`config.mk`:
```
export PLATFORM = sky130hd
export DESIGN_NAME = fma_issue_arbiter
export DESIGN_NICKNAME = d
export VERILOG_FILES = /design/src/rtl/fma_issue_arbiter.sv
export SDC_FILE = /design/constraint.sdc
export NUM_CORES = 1
export LEC_CHECK = 0
export ABC_CLOCK_PERIOD_IN_PS = 12800
export CORE_AREA = 2 2 236 238
export DETAILED_ROUTE_END_ITERATION = 12
export DIE_AREA = 0 0 238 240
export PLACE_DENSITY = 0.42
export SYNTH_ARGS = -nofsm -noshare
export SYNTH_HDL_FRONTEND = slang
export SYNTH_SLANG_ARGS = --single-unit
```
`constraint.sdc`:
```
create_clock -name clock -period 12.8 [get_ports clock]
set_clock_uncertainty 0.1 [all_clocks]
set_input_delay 2.56 -clock clock [delete_from_list [all_inputs] [get_ports clock]]
set_output_delay 2.56 -clock clock [all_outputs]
set_load 0.01 [all_outputs]
```
`src/rtl/fma_issue_arbiter.sv`:
```
// fma_issue_arbiter
//   Shares one pipelined recoded single-precision FMA unit among NUM_REQ
//   vector-lane requesters. Round-robin grant (one issue per cycle), a
//   registered issue stage driving the FMA inputs, and a tag pipeline that
//   remembers which requester owns each in-flight op so the result can be
//   steered back to it.
//
// Ports
//   clock, reset        clock; synchronous active-high reset
//   enable              low blocks new grants; in-flight ops still finish
//   req_valid/req_ready per-requester handshake (ready is one-hot or zero)
//   req_op/a/b/c/rm     per-requester packed operands, lane i at slice i
//   fma_valid/op/a/b/c/rm  registered drive of the shared FMA inputs
//   fma_out/fma_flags   FMA result, valid LATENCY cycles after fma_valid
//   resp_valid          one-hot result strobe to the owning requester
//   resp_out/resp_flags shared result/flag bus (passthrough of the FMA)
//   idle                nothing in flight and issue register empty
module fma_issue_arbiter #(
  parameter int unsigned NUM_REQ = 4,
  parameter int unsigned LATENCY = 3,
  parameter int unsigned ID_W    = 2
) (
  input  logic                  clock,
  input  logic                  reset,
  input  logic                  enable,
  input  logic [NUM_REQ-1:0]    req_valid,
  output logic [NUM_REQ-1:0]    req_ready,
  input  logic [2*NUM_REQ-1:0]  req_op,
  input  logic [33*NUM_REQ-1:0] req_a,
  input  logic [33*NUM_REQ-1:0] req_b,
  input  logic [33*NUM_REQ-1:0] req_c,
  input  logic [3*NUM_REQ-1:0]  req_rm,
  output logic                  fma_valid,
  output logic [1:0]            fma_op,
  output logic [32:0]           fma_a,
  output logic [32:0]           fma_b,
  output logic [32:0]           fma_c,
  output logic [2:0]            fma_rm,
  input  logic [32:0]           fma_out,
  input  logic [4:0]            fma_flags,
  output logic [NUM_REQ-1:0]    resp_valid,
  output logic [32:0]           resp_out,
  output logic [4:0]            resp_flags,
  output logic                  idle
);

  localparam int unsigned CNT_W = $clog2(LATENCY + 2);

  logic [ID_W-1:0]  ptr;
  logic [ID_W-1:0]  cand;
  logic [ID_W-1:0]  grantIdx;
  logic             grantAny;
  logic             grant;
  logic             issueValid;
  logic [ID_W-1:0]  issueId;
  logic             tagValid [LATENCY];
  logic [ID_W-1:0]  tagId    [LATENCY];
  logic             tagAny;
  logic             respFire;
  logic [CNT_W-1:0] inflight;

  // Scan priority order ptr, ptr+1, ... (mod NUM_REQ); first valid wins.
  always_comb begin
    cand     = '0;
    grantIdx = '0;
    grantAny = 1'b0;
    for (int unsigned j = 0; j < NUM_REQ; j++) begin
      cand = ID_W'((32'(ptr) + j) % NUM_REQ);
      if (!grantAny && req_valid[cand]) begin
        grantAny = 1'b1;
        grantIdx = cand;
      end
    end
  end

  assign grant = grantAny && enable && !reset;

  always_comb begin
    req_ready = '0;
    if (grant) req_ready[grantIdx] = 1'b1;
  end

  // Control state: pointer, valid bits and in-flight counter.
  always_ff @(posedge clock) begin
    if (reset) begin
      ptr        <= '0;
      issueValid <= 1'b0;
      inflight   <= '0;
      for (int unsigned k = 0; k < LATENCY; k++) tagValid[k] <= 1'b0;
    end else begin
      issueValid  <= grant;
      tagValid[0] <= issueValid;
      for (int unsigned k = 1; k < LATENCY; k++) tagValid[k] <= tagValid[k-1];
      if (grant)
        ptr <= (grantIdx == ID_W'(NUM_REQ - 1)) ? '0 : grantIdx + 1'b1;
      if (grant && !respFire)
        inflight <= inflight + 1'b1;
      else if (!grant && respFire)
        inflight <= inflight - 1'b1;
    end
  end

  // Datapath registers need no reset; their contents are qualified by the
  // valid bits above.
  always_ff @(posedge clock) begin
    if (grant) begin
      issueId <= grantIdx;
      fma_op  <= req_op[2*32'(grantIdx) +: 2];
      fma_a   <= req_a[33*32'(grantIdx) +: 33];
      fma_b   <= req_b[33*32'(grantIdx) +: 33];
      fma_c   <= req_c[33*32'(grantIdx) +: 33];
      fma_rm  <= req_rm[3*32'(grantIdx) +: 3];
    end
    tagId[0] <= issueId;
    for (int unsigned k = 1; k < LATENCY; k++) tagId[k] <= tagId[k-1];
  end

  assign fma_valid = issueValid;
  assign respFire  = tagValid[LATENCY-1];

  always_comb begin
    resp_valid = '0;
    if (respFire) resp_valid[tagId[LATENCY-1]] = 1'b1;
  end

  assign resp_out   = fma_out;
  assign resp_flags = fma_flags;

  always_comb begin
    tagAny = 1'b0;
    for (int unsigned k = 0; k < LATENCY; k++) tagAny = tagAny | tagValid[k];
  end

  assign idle = (inflight == '0);

  // The counter and the valid bits are two views of the same occupancy.
  always_ff @(posedge clock) begin
    if (!reset) assert (idle == (!issueValid && !tagAny));
  end

endmodule
```
== Yosys cells after proc, flatten, opt, wreduce, memory -nomap -nowiden ==
Memories as Yosys holds them, arrays and structs flattened.
Cells that the tools add are included.

* Multiply operators: 2
* Shift operators: 5
* Bitwise gates (word level): 3
* Equality and inequality tests: 1
* Add/subtract/negate cells: 6
* Reductions and logical operators: 17
* Magnitude comparators: 8
* Mux-type cells: 31

{| class="wikitable"
|+ Operator list
! operator !! number
|-
| variable part select 132 x 9 -> 33 bit || 3
|-
| less-than comparator 2 x 3 -> 1 bit (second input constant) || 6
|-
| two-way mux 1 bit || 16
|-
| variable part select 12 x 5 -> 3 bit || 1
|-
| two-way mux 2 bit || 5
|-
| logical AND 1 bit || 9
|-
| binary-select mux 1 bit (select 2 bit) || 4
|-
| multiplier 6 x 2 -> 8 bit (first input constant) || 1
|-
| two-way mux 4 bit || 2
|-
| variable part select 8 x 4 -> 2 bit || 1
|-
| zero test 1 bit || 6
|-
| two-way mux 3 bit || 2
|-
| adder 2 x 1 -> 2 bit (second input constant) || 2
|-
| adder 2 bit (second input constant) || 2
|-
| demux 1 bit (select 2 bit) || 2
|-
| greater-or-equal comparator 2 x 1 -> 1 bit (second input constant) || 2
|-
| multiplier 2 x 2 -> 4 bit (first input constant) || 1
|-
| adder 3 x 1 -> 3 bit (second input constant) || 1
|-
| zero test 3 bit || 1
|-
| OR 1 bit || 3
|-
| subtractor 3 x 1 -> 3 bit (second input constant) || 1
|-
| equality test 2 bit (second input constant) || 1
|-
| nonzero test 2 bit || 1
|}

* Word-level logic and storage cells: 84
* Memories: 2
* Register bits after elaboration: 112
* Output and inout bits: 152
* Memory bits (writable): 9

{| class="wikitable"
|+ Memory list
! memory !! depth !! width !! read ports !! clocked after Yosys merged registers in !! wr ports !! line !! source
|-
| tagId || 3 || 2 || 3 || 0 || 3 || 57 || <nowiki>logic [ID_W-1:0] tagId [LATENCY];</nowiki>
|-
| tagValid || 3 || 1 || 3 || 0 || 3 || 56 || <nowiki>logic tagValid [LATENCY];</nowiki>
|}

== Logic depth before layout (Yosys ltp) ==
Gate-level depths: netlist (run 1).

* Word-level depth: 18
* Mapped depth: 9
* Depth with buffers taken out: 8

== Worst setup path before layout (run 1) ==
OpenSTA, ideal clock, no wires.

* Path kind: input port to output port
* Start point: in reset
* End point: out req_ready[0]
* Slack: 2290 ps
* Cell stages on the path: 3
* Data arrival time: 7850 ps
* Required time: 10140 ps
* Buffers on the path: 1
* Path through: clkbuf_1 > nor2_1 > and2_1

* Word-level cells in the longest chain between the ends: 3

{| class="wikitable"
|+ Ends and longest elaborated chain
! item !! line !! source
|-
| start: declaration || 24 || <nowiki>input logic reset,</nowiki>
|-
| zero test 1 bit || -- ||
|-
| logical AND 1 bit || 76 || <nowiki>assign grant = grantAny && enable && !reset;</nowiki>
|-
| net grant || 53 || <nowiki>logic grant;</nowiki>
|-
| two-way mux 4 bit || 80 || <nowiki>if (grant) req_ready[grantIdx] = 1'b1;</nowiki>
|-
| end: declaration || 27 || <nowiki>output logic [NUM_REQ-1:0] req_ready,</nowiki>
|}

The timed path passes the listed nets, and every way through them passes these cells.

== Worst setup path in the final report (run 1) ==
* Start point: in req_valid[1]
* End point: out req_ready[1]

* Word-level cells in the longest chain between the ends: 17
* Elaborated cells between the ends (all ways): 30
* Those cells by class: 2 x order compare; 19 x mux; 9 x reduce/logical

{| class="wikitable"
|+ Ends and longest elaborated chain
! item !! line !! source
|-
| start: declaration || 26 || <nowiki>input logic [NUM_REQ-1:0] req_valid,</nowiki>
|-
| binary-select mux 1 bit (select 2 bit) || 69 || <nowiki>if (!grantAny && req_valid[cand]) begin</nowiki>
|-
| two-way mux 1 bit (not written as such) || 69 ||
|-
| two-way mux 1 bit || 69 ||
|-
| zero test 1 bit || 69 ||
|-
| logical AND 1 bit || 69 ||
|-
| two-way mux 1 bit || 69 ||
|-
| zero test 1 bit || 69 ||
|-
| logical AND 1 bit || 69 ||
|-
| two-way mux 1 bit || 69 ||
|-
| zero test 1 bit || 69 ||
|-
| logical AND 1 bit || 69 ||
|-
| two-way mux 2 bit || 69 ||
|-
| less-than comparator 2 x 3 -> 1 bit (not written as such) / greater-or-equal comparator 2 x 1 -> 1 bit (equally long branches) || 80 ||
|-
| logical AND 1 bit (not written as such) || 80 ||
|-
| two-way mux 1 bit (not written as such) || 80 ||
|-
| demux 1 bit (select 2 bit) || 80 ||
|-
| two-way mux 4 bit (*) || 80 ||
|}

Mark *: on every way between the ends. The rest lies on a longest branch, timed or not. The select of a mux whose other input is x is not followed.

==> results of run 1 <==
[routing by layer]
layer	up-vias	GRT usage
met5	-	0
met4	0	0.0441
met3	40	0.0525
met2	375	0.188
met1	2930	0.101
li1	3067	-
[critical path, stage by stage]
cell,delay (ns)
clkdlybuf4s50_1,0.58
nor2b_2,0.09
nor3_2,0.18
a21oi_2,0.07
nor2_4,0.40
buf_4,0.73
ha_1,0.27
and2_1,0.12
clkdlybuf4s50_1,0.53
[registers in the layout (all words and copies together), names as in the netlist, 3 cells and up]
| name | cells |
|---|---|
| tagValid | 3 |
| inflight | 3 |
| fma_rm | 3 |
| fma_c | 33 |
| tagId | 6 |
| fma_b | 33 |
| fma_a | 33 |
[worst max-delay path by stage]
stage / endpoint / from / slack [ns] / depth (start not counted)
after floorplan: req_ready[0] / reset / 2.29 / 3
after global placement: req_ready[1] / req_valid[1] / 4.50 / 9
after detailed placement: req_ready[1] / req_valid[1] / 4.51 / 9
after CTS: req_ready[1] / req_valid[1] / 4.45 / 9
after global routing: req_ready[0] / req_valid[1] / 4.34 / 10
final: req_ready[1] / req_valid[1] / 4.58 / 9
[cell usage in the layout (no fill, tap or decap)]
| master | netlist | routed |
|---|---|---|
| clkdlybuf4s50_1 | 0 | 536 |
| mux2i_1 | 313 | 313 |
| edfxtp_1 | 106 | 106 |
| clkbuf_16 | 0 | 21 |
| dfxtp_1 | 15 | 15 |
| buf_4 | 38 | 8 |
| nor2_1 | 8 | 7 |
| ha_1 | 5 | 5 |
| inv_1 | 4 | 4 |
| nand2_1 | 4 | 4 |
| and2_1 | 4 | 4 |
| inv_4 | 0 | 4 |
| a21oi_1 | 3 | 3 |
| nor2b_1 | 3 | 3 |
| clkinv_2 | 0 | 3 |
| nor2_4 | 1 | 2 |
| nor2b_2 | 2 | 2 |
| inv_2 | 2 | 2 |
| nor3_1 | 2 | 2 |
| o21ai_0 | 2 | 2 |
| xor2_1 | 2 | 2 |
| inv_6 | 0 | 2 |
| o41ai_2 | 1 | 1 |
| nor2b_4 | 1 | 1 |
| nor3_2 | 1 | 1 |
| a21oi_2 | 1 | 1 |
| nor2_2 | 1 | 1 |
| nand2_2 | 1 | 1 |
| a2bb2oi_4 | 1 | 1 |
| nor3b_1 | 1 | 1 |
| and3_1 | 1 | 1 |
| a22oi_1 | 1 | 1 |
| or3_1 | 1 | 1 |
| fa_1 | 1 | 1 |
| clkinvlp_4 | 0 | 1 |
| clkinv_4 | 0 | 1 |
[per-stage QoR]
| step | hold slack (ns) | instance area (um^2) |
|---|---|---|
| after floorplan | 0.210 | 7780 |
| after global placement | 0.210 | 13300 |
| after detailed placement | 0.213 | 13300 |
| after CTS | 0.227 | 13900 |
| after global routing | 0.230 | 13900 |
| final | 0.225 | 13900 |
[power by group through the flow]
stage                     logic [mW]  clock network [mW]  registers, mW
after global placement         0.461                   0          0.496
after CTS                      0.464               0.532          0.488
after floorplan                0.254                   0          0.511
after detailed placement       0.461                   0          0.496
final                          0.450               0.501          0.488
after global routing           0.486               0.543          0.491
[synth_stat cells]
cell and instances:
mux2i_1 313, edfxtp_1 106, buf_4 38, dfxtp_1 15
buf_12 13, buf_8 9, nor2_1 8, buf_2 6
buf_6 5, ha_1 5, and2_1 4, inv_1 4
nand2_1 4, a21oi_1 3, nor2b_1 3, inv_2 2
nor2b_2 2, nor3_1 2, o21ai_0 2, xor2_1 2
a21oi_2 1, a22oi_1 1, a2bb2oi_4 1, and3_1 1
clkbuf_1 1, clkbuf_4 1, fa_1 1, nand2_2 1
nor2_2 1, nor2_4 1, nor2b_4 1, nor3_2 1
nor3b_1 1, o41ai_2 1, or3_1 1
[kinds of logic (layout without fill, tap and decap cells)]
| group | after synthesis | count (layout) | share of synthesized area |
|---|---|---|---|
| buffers and inverters | 79 | 582 | 0.103 |
| AND/OR/NAND/NOR | 31 | 31 | 0.0236 |
| XOR/XNOR | 2 | 2 | 0.00225 |
| flip-flops | 121 | 121 | 0.447 |
| adder cells (fa/ha/maj) | 6 | 6 | 0.0106 |
| multiplexers | 313 | 313 | 0.402 |
| AO/OA/AOI/OAI | 9 | 9 | 0.0108 |
[area by class of cell]
cell class              count  area [um^2]
flip-flops and latches    121         3480
clock inverters            11         73.8
inverters                   6         22.5
well taps                 704          881
multi-input cells         361         3510
repair buffers            544         5430
clock buffers              21          526
fillers                  5849        40700
==> results.cfg, run 1 <==
[pwr]
pwr-share-clk = 0.348
internal_power_mw = 1.04
combPwrFrac = 0.313
ir_drop_mv = 0.103
seqPwrFrac = 0.339
pwr_density_cell_nw_per_um2 = 103
p_leak_nw = 5.05
switchingPower_mw = 0.400
swShare = 0.278
total_power_mw = 1.44

[routing]
via_per_inst = 3.63
wl_per_cell_um = 17.4
ant_nets = 0
drc = 0
wl_met1_mm = 10.8
met2_length_mm = 15.7
route.met3.wl_mm = 3.57
num_vias = 6412
finalWirelength_mm = 30.7
drt-initial-drc-count = 124
dr.pass1.iters = 4
top_layer = met4

[setup_path]
crit_required_ns = 10.14
cp.arrival_ns = 5.56
r2r_end = fma_b[18]
critPathCaptureType = primary output
critPathKind = input port to primary output
r2r_setup_slack_ns = 8.98
reg2reg_from = ptr[0]
crit_fanout = 49
crit_path_start_kind = input port
rr_worst_depth = 7

[logic_synthesis]
ys_types = 35
synth-seq-cells = 121
yosysTopAreaCell = edfxtp_1
seq_area_frac_synth = 0.447
syn-cell-area_um2 = 7780
synth_nets = 1028
synth_top_cells_by_area = edfxtp_1, mux2i_1, dfxtp_1
synthCells = 561
yosys_warnings = 0
syn_avg_cell_area_um2 = 13.9
yosys.area.top_type_share = 0.409

[timing]
rsz0062_at_grt = false
worst_slew_pin_slew_ns = 0.968
period_share = 0.642
hold_viol = 0
maxSlewViolCount = 0
max_freq_ghz = 0.122
setup_slack_ns = 4.58
min_period_ns = 8.22
final-setup-viol-count = 0
tns_ns = 0
relSlewSlack = 0.354

[floorplanning]
ios = 613
design.core.area_um2 = 54700
die_h_um = 240
die_w_um = 238
rows = 86
die_area_um2 = 57100
start_util = 0.142

[global_route]
grt_pass1_wl_mm = 42.4
antenna_found_initial = 0
grt_overflow_total = 0
track_usage = 0.104
first_global_vias = 6640
grt_max_degree = 58

[placement]
gp_congestion = 0.731
portBuffers = 536
place_hpwl_mm = 24.4
dp_cells = 1736
dp_slack_ns = 4.51

[cts]
clockBufferDepth = 2
clk_latency_ns = 0.46
cts_resized = 0
cts.sinks = 121
h-tree-depth = 4
postCtsHoldBufs = 0
post-cts-setup-buffers = 0
numCtsBuffers = 17
clkSlewWorstSetupHoldPaths_ns = 0.06
cts_root_buf = clkbuf_16
cts_tree = built

[finish]
area_growth_pct = 78.8
final_cells = 1768
fin_util = 0.255
drive_gt1_frac = 0.0498
antenna_cells = 0
nNetsFinal = 1518

[status]
status = complete, no violations

[min_path]
hold_path.class = register to register
whs_path_depth = 0
hold_start = tagId[0][2]
holdPathEnd = tagId[0][4]

[run]
cap_violations = 0
No activity file was read; power rests on OpenSTA's default activity.
==> run 2, diff against run 1 <==
ABC_CLOCK_PERIOD_IN_PS = 7200   (was 12800)
PLACE_DENSITY = 0.44   (was 0.42)
clock period = 7.2 ns   (was 12.8 ns; I/O delays follow)
==> results.cfg, run 2 (synthesized netlist as in run 1, its figures left out) <==
[status]
status = complete, no violations

[placement]
gp_congestion = 0.768
dp_cells = 1736
place_hpwl_mm = 23.8
portBuffers = 536
placed_area_um2 = 13300

[pwr]
combPwrFrac = 0.312
total_power_mw = 2.56
pwr_density_cell_nw_per_um2 = 184
ir_drop_mv = 0.161
switchingPower_mw = 0.703
pwr-share-clk = 0.349
swShare = 0.275
internal_power_mw = 1.86
seqPwrFrac = 0.339
p_leak_nw = 5.05

[routing]
wl_per_cell_um = 17.1
num_vias = 6351
ant_nets = 0
finalWirelength_mm = 30.2
drt-initial-drc-count = 116
dr.pass1.iters = 5
drc = 0
via_per_inst = 3.59

[cts]
cts.sinks = 121
clk_latency_ns = 0.46
postCtsHoldBufs = 0
clockBufferDepth = 2
cts_tree = built
h-tree-depth = 4
clkSlewWorstSetupHoldPaths_ns = 0.05
cts_root_buf = clkbuf_16
post-cts-setup-buffers = 0
numCtsBuffers = 17
cts_resized = 0

[finish]
final_cell_mix = clkdlybuf4s50_1, mux2i_1, edfxtp_1
fin_util = 0.255
final_area_um2 = 13900
nNetsFinal = 1518
drive_gt1_frac = 0.0489
reg.largest.list = fma_a: 33 flops, fma_b: 33 flops, fma_c: 33 flops
area_growth_pct = 79.0
final_cells = 1769
final_common_cell = clkdlybuf4s50_1

[setup_path]
path_cells = clkdlybuf4s50_1, inv_1, a21oi_1, a21oi_2, nor2_4, buf_4, inv_2, ha_1, and2_1, clkdlybuf4s50_1
crit_fanout = 21
crit_required_ns = 5.66
crit_top_cell = clkdlybuf4s50_1
slowest_delay_ns = 0.57
crit_slowest_cell = clkdlybuf4s50_1
critPathKind = input port to primary output
path_delay_family = buffers and inverters
crit_path_start_kind = input port
critPathCaptureType = primary output
critPathBufInv = 5
cp.arrival_ns = 3.70

[timing]
min_period_ns = 5.24
hold_viol = 0
tns_ns = 0
final-setup-viol-count = 0
maxSlewViolCount = 0
max_freq_ghz = 0.191
rsz0062_at_grt = false
relSlewSlack = 0.322
period_share = 0.727
worst_slew_pin_slew_ns = 1.02

[global_route]
track_usage = 0.100
top_usage_layer = met2
grt_max_degree = 113
first_global_vias = 6682
use_met3 = 0.0504
grt_overflow_total = 0
grt_pass1_wl_mm = 41.2
use_met1 = 0.0954
grt_use_met2 = 0.176
antenna_found_initial = 3

[floorplanning]
design.core.area_um2 = 54700
die_h_um = 240
die_w_um = 238
rows = 86
die_area_um2 = 57100
ios = 613
start_util = 0.142

[min_path]
hold_path.class = register to register

[run]
cap_violations = 0
run 2: per-layer routing:
| metal | up-vias | wire length, um |
|---|---|---|
| met2 | 390 | 15000 |
| met1 | 2851 | 10700 |
| met3 | 45 | 3370 |
| li1 | 3063 | - |
| met5 | - | 13 |
| met4 | 2 | 1040 |
run 2: path summary, 6_finish.rpt:
check,startpoint,endpoint,slack (ns),depth (start not counted)
max,req_valid[3],req_ready[0],1.96,10
min,tagId[0][3],tagId[0][5],0.23,0
max reg2reg,ptr[0],fma_c[17],3.88,7
min reg2reg,tagId[0][3],tagId[0][5],0.23,0
run 2: cell type report:
cell class                      instances  area [um^2]
Clock inverter                         11          104
Sequential cell                       121         3480
Clock buffer                           21          493
Fill cell                            5822        40700
Antenna cell                            1         2.50
Multi-Input combinational cell        361         3510
Inverter                                6         22.5
Tap cell                              704          881
Timing Repair Buffer                  544         5440
run 2: metrics by stage:
stage | setup WS, ns | hold slack [ns]
6_report | 1.96 | 0.226
5_1_grt | 1.85 | 0.230
4_1_cts | 1.95 | 0.227
3_5_place_dp | 1.95 | 0.212
3_3_place_gp | 2.01 | 0.213
2_1_floorplan | 0.802 | 0.210
run 2: worst register-to-register path, cell delays in order, from the launching register on:
cell	delay [ns]
dfxtp_1	0.43
nor2b_4	0.07
nor2_2	0.13
a2bb2oi_4	0.41
buf_4	0.56
buf_4	0.85
mux2i_1	0.39
mux2i_1	0.10
run 2: power groups by stage:
stage / Combinational (mW) / Clock (mW) / Sequential, mW
after floorplan: 0.452 / 0 / 0.906
after CTS: 0.816 / 0.945 / 0.868
after global placement: 0.810 / 0 / 0.882
after global routing: 0.858 / 0.957 / 0.873
final: 0.798 / 0.893 / 0.867
after detailed placement: 0.814 / 0 / 0.883
==> run 3, diff against run 2 <==
ABC_CLOCK_PERIOD_IN_PS = 5060   (was 7200)
CORE_AREA = 2 2 239 241   (was 2 2 236 238)
DIE_AREA = 0 0 241 243   (was 0 0 238 240)
PLACE_DENSITY = 0.41   (was 0.44)
clock period = 5.06 ns   (was 7.2 ns; I/O delays follow)
==> results.cfg, run 3 (synthesized netlist as in run 1, its figures left out) <==
[cts]
cts_tree = built
cts.sinks = 121
cts_root_buf = clkbuf_16
clk_latency_ns = 0.47
clockBufferDepth = 2
post-cts-setup-buffers = 0
clkSlewWorstSetupHoldPaths_ns = 0.07
h-tree-depth = 4
cts_resized = 0
postCtsHoldBufs = 0
numCtsBuffers = 17

[floorplanning]
rows = 87
die_area_um2 = 58600
die_h_um = 243
start_util = 0.139
design.core.area_um2 = 56000
ios = 613
die_w_um = 241

[finish]
nNetsFinal = 1519
fin_util = 0.250
area_growth_pct = 79.5
final_cell_mix = clkdlybuf4s50_1, mux2i_1, edfxtp_1
fill_cells = 6038
final_common_cell = clkdlybuf4s50_1
antenna_cells = 0
drive_gt1_frac = 0.0507
reg.largest.list = fma_a: 33 flops, fma_b: 33 flops, fma_c: 33 flops
area.sequential_um2 = 3480
multi_input_area_um2 = 3510
final_area_um2 = 14000

[routing]
wl_met1_mm = 11.2
dr.pass1.iters = 4
top_layer = met5
wl_per_cell_um = 17.7
ant_nets = 0
drc = 0
drt-initial-drc-count = 146
met2_length_mm = 16.1
finalWirelength_mm = 32.2
route.met3.wl_mm = 4.38
via_per_inst = 3.51
num_vias = 6392

[placement]
place_hpwl_mm = 25.6
dp_slack_ns = 0.822
placed_area_um2 = 13400
gp_congestion = 0.731
portBuffers = 536

[pwr]
ir_drop_mv = 0.252
p_leak_nw = 5.04
pwr_density_cell_nw_per_um2 = 256

[setup_path]
cp.arrival_ns = 3.02
r2r_end = fma_a[23]
r2r_setup_slack_ns = 2.16
crit_required_ns = 3.95
critPathCaptureType = primary output
critPathKind = input port to primary output
crit_path_start_kind = input port
rr_worst_depth = 7
crit_fanout = 9
reg2reg_from = ptr[0]

[global_route]
track_usage = 0.105
grt_max_degree = 83
grt_overflow_total = 0
antenna_found_initial = 1
first_global_vias = 6805
grt_pass1_wl_mm = 43.8

[timing]
tns_ns = 0
setup_slack_ns = 0.925
hold-worst-slack_ns = 0.222
min_period_ns = 4.13
hold_viol = 0
final-setup-viol-count = 0
rsz0062_at_grt = false
maxSlewViolCount = 0
max_freq_ghz = 0.242
worst_slew_pin_slew_ns = 1.06
period_share = 0.817
relSlewSlack = 0.293

[run]
cap_violations = 0

[min_path]
hold_start = tagId[0][2]
whs_path_depth = 0
holdPathEnd = tagId[0][4]
hold_path.class = register to register

[status]
status = complete, no violations
## run 3: cell count changes in the layout (fill, tap and decap cells not counted), sizes merged
cell	before	now
buf	8	9
bufinv	1	0
clkbuf	21	18
clkinv	3	6
diode	1	0
inv	13	14
## run 3: worst max-delay path: stages
cell and delay (ns):
clkdlybuf4s50_1 0.52, nor2b_2 0.21, nand2_2 0.08, a2bb2oi_4 0.34, ha_1 0.22, and2_1 0.11, clkdlybuf4s50_1 0.53
## run 3: routing by layer
metal / vias to the layer above / global-route usage
met2: 404 / 0.190
met4: 2 / 0.0367
met1: 2901 / 0.0988
met5: - / 0.00673
met3: 22 / 0.0587
li1: 3063 / -
## run 3: worst max path at each step
| stage | start | to | cells past startpoint |
|---|---|---|---|
| 6_report | req_valid[1] | req_ready[3] | 7 |
| 4_1_cts | req_valid[1] | req_ready[3] | 7 |
| 3_3_place_gp | req_valid[0] | fma_a[23] | 8 |
| 2_1_floorplan | reset | inflight[2] | 8 |
| 5_1_grt | req_valid[1] | req_ready[3] | 7 |
| 3_5_place_dp | req_valid[1] | fma_a[23] | 8 |
## run 3: report_power, final
| group | internal (mW) | total, mW | switching (mW) |
|---|---|---|---|
| clock | 0.662 | 1.21 | 0.544 |
| combinational | 0.681 | 1.14 | 0.459 |
| sequential | 1.21 | 1.23 | 0.0253 |
| total | 2.55 | 3.58 | 1.03 |
## run 3: cell type report
cell class / instances / area share
sequential: 121 / 0.249
tap: 756 / 0.0677
multi-input combinational: 361 / 0.251
inverter: 6 / 0.00161
clock inverter: 14 / 0.00770
clock buffer: 18 / 0.0322
timing repair buffer: 545 / 0.391
## run 3: through the flow
stage | instances | total power, mW
2_1_floorplan | 561 | 1.93
3_3_place_gp | 1789 | 2.42
3_5_place_dp | 1789 | 2.42
4_1_cts | 1821 | 3.69
5_1_grt | 1821 | 3.79
6_report | 1821 | 3.58
